[config.mk]
export PLATFORM = sky130hd
export DESIGN_NAME = init
export DESIGN_NICKNAME = d
export VERILOG_FILES = /design/src/rtl/arc4_pkg.sv /design/src/rtl/init.sv
export SDC_FILE = /design/constraint.sdc
export NUM_CORES = 1
export LEC_CHECK = 0
export ABC_AREA = 1
export BUFFER_PORTS_ARGS = -buffer_cell sky130_fd_sc_hd__buf_2
export CORE_ASPECT_RATIO = 0.9
export CORE_MARGIN = 2
export CORE_UTILIZATION = 45
export DETAILED_ROUTE_END_ITERATION = 6
export PLACE_DENSITY = 0.71
export SKIP_LAST_GASP = 1
export SYNTH_ARGS = -nofsm -noshare
export SYNTH_HDL_FRONTEND = slang
export SYNTH_SLANG_ARGS = --single-unit
[constraint.sdc]
create_clock -name clk -period 1.58 [get_ports clk]
set_input_delay 0 -clock clk [delete_from_list [all_inputs] [get_ports clk]]
set_output_delay 0 -clock clk [all_outputs]
set_load 0.03 [all_outputs]
[src/rtl/arc4_pkg.sv]
// Shared ARC4 datapath definitions: S-memory geometry and the en/rdy
// controller state encoding used by init, ksa and prga.
package arc4_pkg;

    localparam int unsigned ADDR_W = 8;
    localparam int unsigned S_SIZE = 256;

    typedef enum logic [1:0] {
        IDLE,
        FILL,
        DONE
    } state_t;

endpackage

[src/rtl/init.sv]
// ARC4 S-memory initialisation: on request writes S[i] = i for every entry,
// one entry per cycle, then drops wren for a cycle before raising rdy.
module init
    import arc4_pkg::*;
#(
    parameter int unsigned ADDR_W = arc4_pkg::ADDR_W
) (
    input  logic              clk,
    input  logic              rst_n,
    input  logic              en,
    output logic              rdy,
    output logic [ADDR_W-1:0] addr,
    output logic [ADDR_W-1:0] wrdata,
    output logic              wren
);

    state_t            state;
    state_t            state_next;
    logic [ADDR_W-1:0] addr_next;
    logic              wren_next;
    logic              rdy_next;

    // Outputs are computed one cycle ahead so every port comes straight from a flop.
    always_comb begin
        state_next = state;
        addr_next  = addr;
        wren_next  = wren;
        rdy_next   = rdy;
        case (state)
            IDLE: begin
                if (en) begin
                    state_next = FILL;
                    addr_next  = '0;
                    wren_next  = 1'b1;
                    rdy_next   = 1'b0;
                end
            end
            FILL: begin
                if (addr == '1) begin
                    state_next = DONE;
                    wren_next  = 1'b0;
                end else begin
                    addr_next = addr + ADDR_W'(1);
                end
            end
            DONE: begin
                state_next = IDLE;
                rdy_next   = 1'b1;
            end
            default: begin
                state_next = IDLE;
                wren_next  = 1'b0;
                rdy_next   = 1'b1;
            end
        endcase
    end

    always_ff @(posedge clk or negedge rst_n) begin
        if (!rst_n) begin
            state <= IDLE;
            addr  <= '0;
            wren  <= 1'b0;
            rdy   <= 1'b1;
        end else begin
            state <= state_next;
            addr  <= addr_next;
            wren  <= wren_next;
            rdy   <= rdy_next;
        end
    end

    // The write counter doubles as the data value, so wrdata tracks addr exactly.
    assign wrdata = addr;

endmodule

-- Word level (Yosys, flattened, before mapping)
Cells that the tools add are included.
- flip-flop bits (word level): 12
- latch bits: 0
- memory bits (writable): 0
- memory bits (read-only): 0
- input port bits: 3
- memories: 0
- $add $sub $neg: 1
- multiply operators: 0
- divide/modulo/power cells: 0
- magnitude comparators: 0
- eq/ne operators: 6
- shift-type cells: 0
- multiplexer cells: 11
- bitwise gates (word level): 2
- reduce and logical (&&, ||, !) cells: 6
- operators with widths (kind ; count):
    $mux 8 ; 2
    $pmux 8 s2 ; 1
    $add 8x1->8 const B ; 1
    $eq 8x8->1 const B ; 1
    $ne 2x2->1 const B ; 3
    $reduce_and 3->1 ; 2
    $mux 2 ; 2
    $pmux 2 s2 ; 1
    $reduce_and 2->1 ; 2
    $mux 1 ; 3
    $pmux 1 s3 ; 1
    $eq 2x1->1 const B ; 1
    $eq 2x2->1 const B ; 1
    $logic_not 2->1 ; 1
    $not 1->1 ; 2
    $pmux 1 s2 ; 1
    $reduce_bool 2->1 ; 1

-- Depth between registers and ports, before layout
- depth in word-level cells: 3
- depth in mapped cells: 8
- mapped depth without buffers: 8

-- Least setup slack after synthesis
Ideal clock, no wire load.
- kind: reg-to-reg
- from: reg addr[0]
- to: reg addr[5]
- arrival: 1.364 ns
- required time: 1.462 ns
- setup slack: 0.099 ns
- stages on the path, launching flop included: 9
- buffers on the path: 0
- cells stage by stage: dfrtp_1 > ha_1 > nand2_2 > nor2_2 > nand2_2 > nand2_8 > nand2_8 > nand3_2 > nand2_1
- word-level cells in the longest chain between the ends: 3
- elaborated cells on any way between the ends: 6
- classes of those cells: 1 x add/sub; 2 x eq/ne; 2 x mux; 1 x reduce/logical
- RTL lines (element ; RTL line ; text):
    start: declaration ; init.sv:12 ; output logic [ADDR_W-1:0] addr,
    start signal: assignment ; init.sv:66 ; addr <= addr_next;
    $add 8x1->8 / $eq 8x8->1 (equally long branches) ; init.sv:43, init.sv:39 ;
    $mux 8 / $ne 2x2->1 (equally long branches) ; - ;
    $pmux 8 s2 / $reduce_and 3->1 (equally long branches) ; - ;
Several ways; a longest one is shown, not always the timed one. The select of a mux whose other input is x is not followed.
A chain may end at the register's enable or synchronous reset.

-- Worst setup path in the final report
Ends and elaborated chain as after synthesis.

==> results.tsv <==
stage	metric	value	unit
die	Die Area	0.001944	mm^2
placement	post-DP HPWL	1015	um
clocking	CTS tree	built	
layout	fin util	56.55	%
critical_path	CP max-delay cell	dfrtp_1	
critical_path	Crit Path Class	flip-flop to flip-flop	
die	core area	0.001480	mm^2
layout	diode count	0	
die	Die Wd	46.26	um
clocking	CTS Buffer Depth	2	
die	initial core utilization	48.86	%
clocking	Setup Fix Bufs, Post-CTS	0	
sta	Fmax	735.2	MHz
global_routing	antenna violations before repair	0	
sta	Final Critical Period	1360	ps
min_path	hold depth	4	
die	Die Height	42.03	um
sta	Fin Hold WS	48.82	ps
clocking	clk_lat worst skew	260	ps
power_and_ir_drop	pwr/cell area	2172	mW/mm^2
sta	Final Skew	1.448	ps
clocking	CTS Hold Buffers Added	1	
route	Antenna Nets Post-Route	0	
critical_path	CP max stage delay	430	ps
critical_path	Arr. time, crit path	1520	ps
critical_path	crit path buf inv count	0	
yosys	Area contributors post-synth	dfrtp_1 38%, buf_4 8.3%, nand2_1 6.7%	
sta	Setup Total Neg Slack	0	ps
yosys	multiplexer area fraction after synthesis	0	%
global_routing	total grt overflow	0	
sta	final worst-path cycle share	86.09	%
layout	Layout Nets	106	
power_and_ir_drop	Sw Share	53.03	%
layout	area grow syn2layout	15.74	%
sta	worst-margin pin slew	269.3	ps
yosys	Yosys top cell area share	38.06	%
critical_path	RR Startpoint	addr[0]	
route	Top Layer Used	met4	
route	met2 WL post-DR	621	um
min_path	Worst Hold Path EP	rdy	
clocking	Inserted Clock Buffers	3	
yosys	Mapped Nets	88	
yosys	mapped cell area	723.2	um^2
power_and_ir_drop	switching power total	0.0009643	W
route	DRC errors left	0	
route	Detailed Route WL	1278	um
critical_path	reg-to-reg slack, setup	220	ps
yosys	Compound-Gate Fraction of Synth Area	8.651	%
sta	Pins Over Slew Limit	0	
power_and_ir_drop	Leak Pwr	0.4529	nW
die	num ports	21	
critical_path	CP Cell Sequence	ha_1 -> nand2_2 -> nor2_2 -> nand2_2 -> nand2_8 -> nand2_8 -> nand3_2 -> nand2_1	
yosys	Synth Area in Adders	1.730	%
yosys	sequential area share after synthesis	41.70	%
clocking	clk root buf	clkbuf_4	
yosys	mean area per synthesized cell	8.609	um^2
route	DR WL/cell	10.39	um
clocking	post-cts resize count	0	
critical_path	reg2reg path depth	8	
global_routing	largest net degree at the start of global routing	13	
power_and_ir_drop	combinational power share	56.3	%
yosys	largest family of logic cells by synthesized area	simple AND/OR/NAND/NOR gates	
critical_path	Worst setup SP type	flip-flop	
clocking	Worst-path clk slew	70	ps
layout	share of cells above drive strength 1	41.58	%
placement	IO Port Bufs	20	
status	status	completed	
run	Max Cap Viol	0	
min_path	worst hold start	en	
min_path	HP Class	input port to flip-flop	
route	vias	566	
sta	final-report setup violation count	0	
route	DR iter-0 viols	7	
power_and_ir_drop	Cell Int Power	0.0008539	W
critical_path	crit path max fanout	8	
placement	routability cong.	0.8056	
global_routing	GRT Resource Usage Total	15.91	%
clocking	clk sinks	12	
power_and_ir_drop	peak supply drop	1.385	mV
yosys	Syn Inst Count	84	
route	met3 wire length	36	um
yosys	Synth area leader	dfrtp_1	
yosys	Synth Warn #	0	
sta	Hold Vio Cnt, Final	0	
clocking	Clock H-tree levels	1	
route	Met1 Routed Length	607	um
critical_path	Top delay family on crit path	simple AND/OR/NAND/NOR gates	
route	First-pass DRT Iterations	3	
critical_path	Worst Path Required	1740	ps
power_and_ir_drop	Clk network pwr share	13.0	%
critical_path	CP endpoint kind	flip-flop	
global_routing	first-pass GRT wire length	2228	um
die	Site Rows	13	
critical_path	RR Endpoint	addr[5]	
yosys	post-synth cell types	20	
power_and_ir_drop	Flop pwr share	30.7	%
yosys	Synth Area in XOR/XNOR	0	%
yosys	Post-Synth Simple-Gate Area	33.91	%
yosys	FF+latch count, synth	12	
route	Vias/cell	4.602	
global_routing	vias in the first global route	543	
sta	Worst slew margin	82.05	%
sta	unrepaired setup endpoints after global routing	false	
-- routing by layer --
metal / GRT usage, % / up-vias
met3: 2.586 / 2
met5: 0 / -
met4: 8.571 / 0
met2: 25.56 / 10
met1: 19.67 / 256
li1: - / 298
-- worst register-to-register path, stage by stage, from the launching register on --
cell     delay, ps
dfrtp_1        430
ha_1           210
nand2_2         80
nor2_2         120
nand2_2        110
nand2_8        110
nand2_8         80
nand3_2         70
nand2_1         40
-- power groups by stage --
stage	Sequential, W	Clock, W	Combinational, W
finish	0.000557	0.000237	0.00102
global route	0.000581	0.000261	0.00112
CTS	0.000558	0.000244	0.00103
detailed placement	0.000565	0	0.00103
global placement	0.000554	0	0.00103
floorplan	0.000764	0	0.000677
-- cells in the final DEF (no fill, tap or decap) --
cell type      instances
inv_2                  3
nand2_4                1
clkbuf_4               3
ha_1                   1
nand3_1                8
buf_2                 20
nand2_2                2
o21ai_0                2
o21ai_2                4
clkbuf_8               1
dfstp_2                1
nor2_1                12
nor2_2                 1
dlygate4sd3_1          1
dfrtp_1               11
o21ai_1                1
nand2_1               13
a21oi_1                1
o31ai_1                1
nand3_2                3
nor2_4                 1
nand2_8                2
inv_1                  8
-- synthesized netlist by cell type --
cell type and count:
nand2_1 13, nor2_1 12, dfrtp_1 11, buf_4 8, inv_1 8, nand3_1 8, o21ai_2 4, inv_2 3
nand3_2 3, nand2_2 2, nand2_8 2, o21ai_0 2, a21oi_1 1, dfstp_2 1, ha_1 1, nand2_4 1
nor2_2 1, nor2_4 1, o21ai_1 1, o31ai_1 1
-- state kept, by name, indices dropped and copies added (netlist names) --
register	flops
state	2
rdy	1
wren	1
addr	8
-- per-stage QoR --
step / setup WS (ps) / std cells / total power, W / cell area, um^2
3_5_place_dp: 217.7 / 118 / 0.001590 / 790.8
2_1_floorplan: 98.73 / 84 / 0.001441 / 723.2
6_report: 219.9 / 123 / 0.001818 / 837.1
4_1_cts: 205.6 / 123 / 0.001836 / 837.1
3_3_place_gp: 285.9 / 118 / 0.001581 / 790.8
5_1_grt: 116.1 / 123 / 0.001961 / 837.1
-- final cells by class --
cell class              count  area [um^2]
fillers                   133        643.1
multi-input cells          53        320.3
flip-flops and latches     12        301.5
repair buffers             21        110.1
inverters                  11        41.29
clock buffers               4        36.28
well taps                  22        27.53
-- kinds of logic after synthesis --
family | count (synthesis)
AO/OA/AOI/OAI | 9
AND/OR/NAND/NOR | 43
adder cells (fa/ha/maj) | 1
buffers and inverters | 19
flip-flops | 12
-- worst max-delay path by stage --
stage	from	endpoint	slack (ps)	depth (start not counted)
after detailed placement	addr[0]	addr[5]	220	8
final	addr[0]	addr[5]	220	8
after CTS	addr[0]	addr[5]	210	8
after global routing	addr[0]	addr[1]	120	8
after global placement	addr[0]	addr[5]	290	8
after floorplan	addr[0]	addr[5]	100	8
No activity file was read; power rests on OpenSTA's default activity.
